===== src/rtl/flappy_bird_physics_if.sv =====
// flappy_bird_physics_if: control inputs and bird-state outputs of the physics engine.
interface flappy_bird_physics_if #(
    parameter int W  = 10,
    parameter int VW = 8
);
    logic          Start;
    logic          Ack;
    logic          Flap_Button;
    logic [W-1:0]  YBird;
    logic [W-1:0]  XBird;
    logic [VW-1:0] Velocity;
    logic          Tick;
    logic          q_I;
    logic          q_Fly;
    logic          q_Lost;

    modport master (
        output Start, Ack, Flap_Button,
        input  YBird, XBird, Velocity, Tick, q_I, q_Fly, q_Lost
    );

    modport slave (
        input  Start, Ack, Flap_Button,
        output YBird, XBird, Velocity, Tick, q_I, q_Fly, q_Lost
    );
endinterface


===== src/rtl/flappy_bird_physics.sv =====
// flappy_bird_physics: ticked gravity/flap integration with ceiling clamp and floor loss.
module flappy_bird_physics #(
    parameter int W        = 10,
    parameter int VW       = 8,
    parameter int TICK_DIV = 500000,
    parameter int X_START  = 100,
    parameter int Y_START  = 240,
    parameter int Y_TOP    = 0,
    parameter int Y_FLOOR  = 460,
    parameter int GRAVITY  = 1,
    parameter int FLAP_VEL = 8,
    parameter int VMAX     = 12
) (
    input logic Clk,
    input logic Reset,
    flappy_bird_physics_if.slave bus
);
    localparam int CW = $clog2(TICK_DIV);
    localparam logic signed [VW:0]  VMAX_S  = (VW+1)'(VMAX);
    localparam logic signed [VW:0]  FLAP_S  = (VW+1)'(-FLAP_VEL);
    localparam logic signed [VW:0]  GRAV_S  = (VW+1)'(GRAVITY);
    localparam logic signed [W+1:0] Y_TOP_S = (W+2)'(Y_TOP);
    localparam logic signed [W+1:0] Y_FLR_S = (W+2)'(Y_FLOOR);

    typedef enum logic [1:0] {IDLE, FLY, LOST} state_t;
    state_t state;

    logic [CW-1:0]    cnt;
    logic             flap_q, flap_pend, flap_evt, tick_now;
    logic signed [VW:0]  v_grav, v_next;
    logic signed [W+1:0] y_next;

    assign flap_evt = bus.Flap_Button & ~flap_q;
    assign tick_now = (state == FLY) && (cnt == CW'(TICK_DIV - 1));

    // Extra bit on the velocity sum keeps VMAX+GRAVITY from wrapping before the clamp
    always_comb begin
        v_grav = $signed({bus.Velocity[VW-1], bus.Velocity}) + GRAV_S;
        v_next = (flap_pend | flap_evt) ? FLAP_S : (v_grav > VMAX_S ? VMAX_S : v_grav);
        y_next = $signed({2'b00, bus.YBird}) + $signed({{(W+1-VW){v_next[VW]}}, v_next});
    end

    assign bus.XBird  = W'(X_START);
    assign bus.q_I    = (state == IDLE);
    assign bus.q_Fly  = (state == FLY);
    assign bus.q_Lost = (state == LOST);

    always_ff @(posedge Clk) begin
        if (Reset) begin
            state        <= IDLE;
            bus.YBird    <= W'(Y_START);
            bus.Velocity <= '0;
            bus.Tick     <= 1'b0;
            cnt          <= '0;
            flap_q       <= 1'b0;
            flap_pend    <= 1'b0;
        end else begin
            flap_q   <= bus.Flap_Button;
            bus.Tick <= tick_now;
            unique case (state)
                IDLE: begin
                    bus.YBird    <= W'(Y_START);
                    bus.Velocity <= '0;
                    cnt          <= '0;
                    flap_pend    <= 1'b0;
                    if (bus.Start) state <= FLY;
                end
                FLY: begin
                    cnt <= tick_now ? '0 : cnt + 1'b1;
                    if (tick_now) begin
                        flap_pend <= 1'b0;
                        if (y_next <= Y_TOP_S) begin
                            bus.YBird    <= W'(Y_TOP);
                            bus.Velocity <= '0;
                        end else if (y_next >= Y_FLR_S) begin
                            bus.YBird    <= W'(Y_FLOOR);
                            bus.Velocity <= '0;
                            state        <= LOST;
                        end else begin
                            bus.YBird    <= y_next[W-1:0];
                            bus.Velocity <= v_next[VW-1:0];
                        end
                    end else if (flap_evt) begin
                        flap_pend <= 1'b1;
                    end
                end
                LOST: begin
                    cnt       <= '0;
                    flap_pend <= 1'b0;
                    if (bus.Ack) state <= IDLE;
                end
                default: state <= IDLE;
            endcase
        end
    end
endmodule


===== src/flat_wrapper.sv =====
// flat-port wrapper written by rule: the top's interface ports become plain ports
module flappy_bird_physics_flat 
#(
    parameter int W        = 10,
    parameter int VW       = 8,
    parameter int TICK_DIV = 500000,
    parameter int X_START  = 100,
    parameter int Y_START  = 240,
    parameter int Y_TOP    = 0,
    parameter int Y_FLOOR  = 460,
    parameter int GRAVITY  = 1,
    parameter int FLAP_VEL = 8,
    parameter int VMAX     = 12
)
  (Clk, Reset, bus_Start, bus_Ack, bus_Flap_Button, bus_YBird, bus_XBird, bus_Velocity, bus_Tick, bus_q_I, bus_q_Fly, bus_q_Lost);
  flappy_bird_physics_if #(.W(W), .VW(VW)) bus_i ();
  input logic Clk;
  input logic Reset;
  input wire logic [$bits(bus_i.Start)-1:0] bus_Start;
  input wire logic [$bits(bus_i.Ack)-1:0] bus_Ack;
  input wire logic [$bits(bus_i.Flap_Button)-1:0] bus_Flap_Button;
  output wire logic [$bits(bus_i.YBird)-1:0] bus_YBird;
  output wire logic [$bits(bus_i.XBird)-1:0] bus_XBird;
  output wire logic [$bits(bus_i.Velocity)-1:0] bus_Velocity;
  output wire logic [$bits(bus_i.Tick)-1:0] bus_Tick;
  output wire logic [$bits(bus_i.q_I)-1:0] bus_q_I;
  output wire logic [$bits(bus_i.q_Fly)-1:0] bus_q_Fly;
  output wire logic [$bits(bus_i.q_Lost)-1:0] bus_q_Lost;
  assign bus_i.Start = bus_Start;
  assign bus_i.Ack = bus_Ack;
  assign bus_i.Flap_Button = bus_Flap_Button;
  assign bus_YBird = bus_i.YBird;
  assign bus_XBird = bus_i.XBird;
  assign bus_Velocity = bus_i.Velocity;
  assign bus_Tick = bus_i.Tick;
  assign bus_q_I = bus_i.q_I;
  assign bus_q_Fly = bus_i.q_Fly;
  assign bus_q_Lost = bus_i.q_Lost;
  flappy_bird_physics #(.W(W), .VW(VW), .TICK_DIV(TICK_DIV), .X_START(X_START), .Y_START(Y_START), .Y_TOP(Y_TOP), .Y_FLOOR(Y_FLOOR), .GRAVITY(GRAVITY), .FLAP_VEL(FLAP_VEL), .VMAX(VMAX)) u_core (.Clk(Clk), .Reset(Reset), .bus(bus_i));
endmodule

===== config.mk =====
export PLATFORM = sky130hd
export DESIGN_NAME = flappy_bird_physics_flat
export DESIGN_NICKNAME = d
export VERILOG_FILES = /design/src/rtl/flappy_bird_physics_if.sv /design/src/rtl/flappy_bird_physics.sv /design/src/flat_wrapper.sv
export SDC_FILE = /design/constraint.sdc
export NUM_CORES = 1
export LEC_CHECK = 0
export ABC_CLOCK_PERIOD_IN_PS = 5490
export BUFFER_PORTS_ARGS = -buffer_cell sky130_fd_sc_hd__buf_2
export CAP_MARGIN = 10
export CORE_UTILIZATION = 40
export DETAILED_ROUTE_END_ITERATION = 12
export SYNTH_ARGS = -nofsm -noshare
export SYNTH_HDL_FRONTEND = slang
export SYNTH_SLANG_ARGS = --single-unit

===== constraint.sdc =====
create_clock -name Clk -period 5.49 [get_ports Clk]
set_input_delay 0.549 -clock Clk [delete_from_list [all_inputs] [get_ports Clk]]
set_output_delay 0.549 -clock Clk [all_outputs]
set_load 0.05 [all_outputs]

Yosys cells after proc, flatten, opt, wreduce, memory -nomap -nowiden
Cells that the tools add are included.
- register bits: 42
- input port bits: 5
- output and inout bits: 32
- logic and storage cells: 54
- bitwise operators: 3
- eq/ne operators: 9
- mux-type cells: 21
- add/sub/neg operators: 3
- order comparisons: 3
- reductions and logical operators: 8
- operators by type and width (kind ; count):
    $pmux 19 s2 ; 1
    $mux 10 ; 3
    $mux 8 ; 3
    $pmux 10 s2 ; 1
    $add 19x1->19 const B ; 1
    $eq 19x19->1 const B ; 1
    $mux 19 ; 1
    $mux 9 ; 2
    $pmux 8 s2 ; 1
    $add 11x9->12 ; 1
    $ge 12x10->1 const B ; 1
    $le 12x1->1 const B ; 1
    $mux 2 ; 5
    $add 8x2->9 const B ; 1
    $gt 9x5->1 const B ; 1
    $ne 2x2->1 const B ; 3
    $pmux 2 s3 ; 1
    $reduce_and 5->1 ; 1
    $ne 2x1->1 const B ; 2
    $reduce_and 2->1 ; 2
    $reduce_bool 2->1 ; 2
    $ne 3x1->1 const B ; 1
    $eq 2x1->1 const B ; 1
    $eq 2x2->1 const B ; 1
    other kinds (8) ; 9

Depth between registers and ports, before layout
Gate-level depths: netlist of the first run.
- depth after elaboration: 10
- depth in mapped cells: 21
- mapped depth without buffers: 18

Worst setup path after synthesis of the first run
No wires, ideal clock.
- path type: register -> register
- from: register u_core.bus.Velocity[0]
- to: register u_core.bus.Velocity[3]
- data arrival time: 4.405 ns
- data required time: 5.373 ns
- period minus slack after synthesis: 4.523 ns
- slack: 0.967 ns
- stages on the path, launching flop included: 22
- cells stage by stage: dfxtp_1 > ha_1 > buf_4 > xnor2_1 > and4_1 > o22a_1 > a21oi_1 > nor2_1 > nand2_1 > ha_1 > clkdlybuf4s18_2 > a21oi_1 > o21ai_0 > a21o_1 > a211oi_1 > nor2_1 > a311oi_2 > a211oi_1 > o211a_4 > and3_1 > buf_6 > a32o_2
- word-level cells in the longest chain between the ends: 10
- ends and longest elaborated chain (what ; RTL line ; RTL):
    from (decl) ; flappy_bird_physics_if.sv:24 ; output YBird, XBird, Velocity, Tick, q_I, q_Fly, q_Lost
    from (signal assigned) ; flappy_bird_physics.sv:81 ; bus.Velocity <= v_next[VW-1:0];
    $add 8x2->9 (*) ; flappy_bird_physics.sv:38 ; v_grav = $signed({bus.Velocity[VW-1], bus.Velocity}) + GRAV_S;
    $gt 9x5->1 ; flappy_bird_physics.sv:39 ; v_next = (flap_pend | flap_evt) ? FLAP_S : (v_grav > VMAX_S ? VMAX_S : v_grav);
    $mux 9 (*) (2 in a row) ; flappy_bird_physics.sv:39 ;
    $add 11x9->12 ; flappy_bird_physics.sv:40 ; y_next = $signed({2'b00, bus.YBird}) + $signed({{(W+1-VW){v_next[VW]}}, v_next});
    $ge 12x10->1 ; flappy_bird_physics.sv:75 ; end else if (y_next >= Y_FLR_S) begin
    $mux 8 ; flappy_bird_physics.sv:75 ;
    $mux 8 (*) ; flappy_bird_physics.sv:72 ; if (y_next <= Y_TOP_S) begin
    $mux 8 (*) ; flappy_bird_physics.sv:70 ; if (tick_now) begin
    $pmux 8 s2 (*) ; flappy_bird_physics.sv:60 ; unique case (state)
Every way passes the cells marked *; elsewhere a longest branch is shown, timed or not. The select of a mux whose other input is x is not followed.
A chain may end at the register's enable or synchronous reset.

Final worst setup path of the first run
- from: register u_core.bus.Velocity[0]
- to: register u_core.bus.YBird[0]
- word-level cells in the longest chain between the ends: 10
- ends and longest elaborated chain (what ; RTL line ; RTL):
    $add 8x2->9 (*) ; flappy_bird_physics.sv:38 ;
    $gt 9x5->1 ; flappy_bird_physics.sv:39 ;
    $mux 9 (*) (2 in a row) ; flappy_bird_physics.sv:39 ;
    $add 11x9->12 (*) ; flappy_bird_physics.sv:40 ;
    $ge 12x10->1 ; flappy_bird_physics.sv:75 ;
    $mux 10 ; flappy_bird_physics.sv:75 ;
    $mux 10 (*) ; flappy_bird_physics.sv:72 ;
    $mux 10 (*) ; flappy_bird_physics.sv:70 ;
    $pmux 10 s2 (*) ; flappy_bird_physics.sv:60 ;
    to (signal assigned) ; flappy_bird_physics.sv:62 ; bus.YBird <= W'(Y_START);
    to (signal assigned) ; flappy_bird_physics.sv:73 ; bus.YBird <= W'(Y_TOP);
    to (signal assigned) ; flappy_bird_physics.sv:76 ; bus.YBird <= W'(Y_FLOOR);
    to (decl) ; flappy_bird_physics_if.sv:24 ;
Marked as above.

==> impl_metrics.json, run 1 <==
{
  "row_count": 32,
  "ctsHtreeMaxLevel": 2,
  "cts_root_buffer": "clkbuf_8",
  "worst-endpoint-arrival_ns": 4.95,
  "layout.nets": 427,
  "avgSynthCellArea_um2": 7.949,
  "ys_ff_latch": 42,
  "pin_count": 37,
  "seqPwrFrac_pct": 44.4,
  "synth.distinct_cells": 77,
  "outcome": "finished, final reports clean",
  "p_leak_nw": 1.269,
  "swShare_pct": 30.28,
  "p_switching_w": 0.0002097,
  "met2_wirelength_um": 3496,
  "clockBufferDepth": 2,
  "drv_slew": 0,
  "clock_latency_ns": 0.29,
  "ir_drop_mv": 0.1262,
  "clk_pin_slew_ns": 0.08,
  "layout-drive-gt1-share_pct": 16.55,
  "wire_per_inst_um": 15.58,
  "die_x_um": 91.38,
  "synth_edf_count": 0,
  "grt_max_degree": 31,
  "dp_cells": 505,
  "hpwl_um": 6132,
  "wl_um": 7991,
  "multi_input_area_mm2": 0.002138,
  "powerDensity_mw_per_mm2": 204.7,
  "max_freq_mhz": 210.4,
  "antenna_left": 0,
  "firstDrtPassIters": 4,
  "yosys_warnings": 0,
  "crit_type": "reg -> reg",
  "rsz0062_at_grt": "no",
  "startpoint": "u_core.bus.Velocity[0]",
  "drt-met1-wl_um": 4009,
  "synth_ff_type": "dfxtp_1",
  "numPortBuffers": 26,
  "wl_met3_um": 327,
  "hp-class": "reg -> reg",
  "overflow": 0,
  "postCtsSetupRepairBufs": 0,
  "critPathMaxFanout": 10,
  "gp_congestion": 0.9381,
  "critPathRequiredTime_ns": 5.68,
  "seq_area_um2": 840.8,
  "netlist_instances": 402,
  "async_reset_ff_share_pct": 0,
  "filler_cell_count": 800,
  "fin_setup_tns_ns": 0,
  "syn_to_final_growth_pct": 5.912,
  "grt_pass1_vias": 2631,
  "cts_tree": "done",
  "timing.final.ws_setup_ns": 0.7380,
  "fin_skew_ns": 0.004295,
  "worst_pin_slew_ns": 0.9446,
  "fin_crit_ns": 4.752,
  "drv_cap": 0,
  "holdWs_ns": 0.4806,
  "fin_crit_sh_pct": 86.56,
  "drtIter0Drc": 129,
  "dr.max_layer_used": "met4",
  "final_util_pct": 43.80,
  "comb_power_share_pct": 19.5,
  "die-area_mm2": 0.008350,
  "fin_cells": 513,
  "final-hold-violation-count": 0,
  "antenna_found_initial": 0,
  "cts.sinks": 42,
  "worstHoldStart": "u_core.bus.YBird[9]",
  "syn_area_mm2": 0.003196,
  "slew_headroom_pct": 36.61,
  "vias": 2949,
  "reg2reg_from": "u_core.bus.Velocity[0]",
  "pre_cts_ws_ns": 0.8246,
  "setup_viol": 0,
  "core_mm2": 0.007727,
  "cp-end-kind": "flop",
  "cts-buffers-inserted": 5,
  "p_clk_share_pct": 36.1,
  "start_util_pct": 41.35,
  "grt_pass1_wl_um": 13190,
  "vias_per_cell": 5.749,
  "drc_errors": 0,
  "cts_resized": 0,
  "diodes": 0,
  "postCtsHoldBufs": 0,
  "die_h_um": 91.38,
  "ys_seq_area_share_pct": 26.31,
  "start_kind": "flop",
  "internal-power_w": 0.0004830,
  "grt_usage_pct": 19.62
}
[area by class of cell]
| type | instances | area share, % |
|---|---|---|
| clock buffer | 6 | 2.144 |
| clock inverter | 2 | 1.109 |
| inverter | 10 | 1.109 |
| multi-input combinational | 325 | 63.18 |
| sequential | 42 | 24.84 |
| tap | 102 | 3.771 |
| timing repair buffer | 26 | 3.845 |
[final timing paths]
path / endpoint / slack, ns / depth (start not counted)
worst min register to register: u_core.bus.YBird[9] / 0.48 / 2
worst min-delay path: u_core.bus.YBird[9] / 0.48 / 2
worst max-delay path: u_core.bus.YBird[0] / 0.74 / 18
worst max register to register: u_core.bus.YBird[0] / 0.74 / 18
[synth_stat cells, types with 6 or more instances]
cell,number,share of area [%]
a32o_2,7,2.5
dfxtp_1,42,26
xnor2_1,12,3.3
nand2_1,38,4.5
nor2_1,45,5.3
buf_4,11,2.6
clkbuf_1,12,1.4
a22oi_1,6,1.4
ha_1,12,4.7
inv_1,10,1.2
a21oi_1,26,4.1
nor3_1,9,1.4
a31oi_1,9,1.8
nand3_1,10,1.6
a311oi_1,9,2.5
o21ai_0,25,3.9
[state kept, by name (all words and copies together) (netlist names)]
name	flops
u_core.state	2
u_core.flap_pend	1
u_core.bus.Velocity	8
u_core.bus.Tick	1
u_core.cnt	19
u_core.bus.YBird	10
u_core.flap_q	1
[power by group through the flow]
stage	logic [W]	registers (W)	clock network, W
global route	0.000148	0.000308	0.000267
global placement	0.000133	0.000315	0
detailed placement	0.000133	0.000315	0
CTS	0.000134	0.000308	0.000256
floorplan	0.000117	0.000314	0
finish	0.000135	0.000308	0.000250
[cells by family after synthesis]
family	Yosys count	synth area share [%]
and+or+nand+nor	147	23.49
AOI/OAI and AO/OA	136	31.40
buffers and inverters	43	7.714
DFF	42	26.31
xor gates and xnor gates	17	4.659
adders and majority gates	12	4.698
muxes	3	1.488
other	2	0.2350
[through the flow]
stage / power, W / instance area (um2)
detailed placement: 0.0004478 / 3274
floorplan: 0.0004317 / 3226
global route: 0.0007226 / 3385
global placement: 0.0004477 / 3274
finish: 0.0006928 / 3385
CTS: 0.0006973 / 3385
[layout by cell type (no fill, tap or decap), drive strengths merged, types with 6 or more instances in the layout]
cell	instances
nand2	39
conb	10
clkbuf	6
a31oi	11
o21ai	30
nor2	46
a211oi	6
inv	10
buf	26
dfxtp	42
a32o	7
ha	12
nand3	10
nor3	9
a21oi	27
o211ai	6
and3	8
xnor2	12
a22oi	6
a311oi	10
[layer usage]
metal	vias up	track usage, %
li1	1502	-
met1	1370	27.97
met2	62	29.82
met3	15	3.266
met4	0	6.349
met5	-	0
[worst max-delay path, cell delays in order, from the launching register on]
cell     delay (ns)
dfxtp_1        0.46
ha_1           0.42
xnor2_1        0.10
and4_1         0.23
o22a_1         0.27
a21oi_1        0.28
nor2_1         0.10
nand2_1        0.14
ha_1           0.37
a21oi_1        0.11
o21ai_0        0.22
a21o_1         0.25
mux2i_1        0.21
o31ai_1        0.09
nor3_1         0.34
nand2_1        0.11
a211o_1        0.39
and3_1         0.28
a32o_2         0.29
(Power assumes the default switching activity.)
==> run 2: changes to the inputs <==
CORE_MARGIN = 2   (was not set)
CORE_UTILIZATION = 55   (was 40)
PLACE_DENSITY = 0.76   (was not set)
==> impl_metrics.json, run 2 (same netlist as run 1, synthesis figures left out) <==
{
  "cts.sinks": 42,
  "syn_to_final_growth_pct": 5.599,
  "grt_max_degree": 31,
  "cts_resized": 0,
  "powerDensity_mw_per_mm2": 217.4,
  "fin_setup_tns_ns": 0,
  "layout-drive-gt1-share_pct": 16.79,
  "wl_um": 7789,
  "cts_root_buffer": "clkbuf_8",
  "postCtsSetupRepairBufs": 0,
  "die_x_um": 80.23,
  "largest_reg_flops": 19,
  "p_leak_nw": 1.286,
  "cts-buffers-inserted": 5,
  "gp_congestion": 0.9760,
  "ctsHtreeMaxLevel": 2,
  "fin_crit_sh_pct": 86.06,
  "drc_errors": 0,
  "clockBufferDepth": 2,
  "layout_common_cells": "nor2_1 (45), dfxtp_1 (42), nand2_1 (38)",
  "worst-endpoint-arrival_ns": 4.92,
  "drv_cap": 0,
  "cp-end-kind": "flop",
  "start_util_pct": 57.33,
  "placed_cell_area_mm2": 0.003237,
  "fin_cells": 483,
  "grt_pass1_vias": 2760,
  "stdcell_area_mm2": 0.003374,
  "clock_latency_ns": 0.30,
  "slew_headroom_pct": 35.50,
  "diodes": 0,
  "clk_pin_slew_ns": 0.08,
  "setup_viol": 0,
  "pin_count": 37,
  "outcome": "finished, final reports clean",
  "hpwl_um": 5737,
  "vias_per_cell": 6.234,
  "die_h_um": 80.23,
  "grt_usage_pct": 25.64,
  "hp-class": "in -> reg",
  "core_mm2": 0.005574,
  "fin_skew_ns": 0.004198,
  "critPathMaxFanout": 10,
  "wire_per_inst_um": 16.13,
  "crit_type": "reg -> reg",
  "drv_slew": 0,
  "grt_pass1_wl_um": 13170,
  "drtIter0Drc": 315,
  "cts_tree": "done",
  "largest-register": "u_core.cnt",
  "fin_crit_ns": 4.725,
  "timing.final.ws_setup_ns": 0.7654,
  "ir_drop_mv": 0.3077,
  "max_freq_mhz": 211.7,
  "antenna_left": 0,
  "pre_cts_ws_ns": 0.8887,
  "worst_pin_slew_ns": 0.9610,
  "dp_cells": 475,
  "final-hold-violation-count": 0,
  "critPathRequiredTime_ns": 5.69,
  "rsz0062_at_grt": "no",
  "row_count": 27,
  "largest_registers": "u_core.cnt x19, u_core.bus.YBird x10, u_core.bus.Velocity x8",
  "start_kind": "flop",
  "firstDrtPassIters": 5,
  "numPortBuffers": 26,
  "final_common_cell": "nor2_1",
  "layout.nets": 427,
  "antenna_found_initial": 0,
  "overflow": 0,
  "die-area_mm2": 0.006436,
  "postCtsHoldBufs": 0,
  "vias": 3011
}
[run 2: cell count changes in the layout (fill, tap and decap cells not counted), sizes merged]
cell	change
clkbuf	-1
bufinv	+1
clkinvlp	-1
clkinv	+1
[run 2: path summary, 6_finish.rpt]
path	endpoint	startpoint	slack [ns]	cells past startpoint
min	u_core.flap_q	bus_Flap_Button	0.48	2
max reg2reg	u_core.bus.Velocity[4]	u_core.bus.Velocity[0]	0.77	17
max	u_core.bus.Velocity[4]	u_core.bus.Velocity[0]	0.77	17
min reg2reg	u_core.cnt[13]	u_core.cnt[13]	0.48	2
[run 2: metal layers]
metal	share of wire [%]	vias to the layer above	global-route usage [%]	routed length, um
li1	-	1507	-	-
met4	1.1	0	7.119	89
met1	48	1390	36.82	3721
met5	0	-	0	0
met3	7.8	9	6.292	605
met2	43	105	38.00	3374
[run 2: worst max-delay path: stages, from the launching register on]
cell      delay [ns]
dfxtp_1         0.46
ha_1            0.43
nand4b_1        0.17
a31oi_1         0.11
o22a_1          0.31
a21oi_1         0.27
o21ai_0         0.23
ha_1            0.49
nand2_1         0.09
nor2_1          0.30
nor2_1          0.07
mux2i_1         0.13
o31ai_1         0.09
nor3_1          0.38
nand2_1         0.11
a211o_1         0.39
and3_1          0.28
a32o_2          0.29
[run 2: through the flow]
stage / power (W) / util (%) / hold WS, ns
6_report: 0.0007337 / 60.54 / 0.4795
5_1_grt: 0.0007670 / 60.54 / 0.4806
4_1_cts: 0.0007377 / 60.54 / 0.4688
3_5_place_dp: 0.0004457 / 58.07 / 0.4707
3_3_place_gp: 0.0004454 / 58.07 / 0.4631
2_1_floorplan: 0.0004317 / - / 0.4403
[run 2: cell type report]
class	count	area (um2)
tap	72	90.09
multi-input combinational	325	2138
inverter	10	37.54
clock inverter	3	68.82
sequential	42	840.8
fill	498	2200
timing repair buffer	26	130.1
clock buffer	5	68.82
[run 2: report_power, final]
part / internal [W] / total (W) / switching, W
Sequential: 0.000306 / 0.000308 / 0.00000156
Combinational: 0.0000411 / 0.000134 / 0.0000930
Clock: 0.000182 / 0.000292 / 0.000110
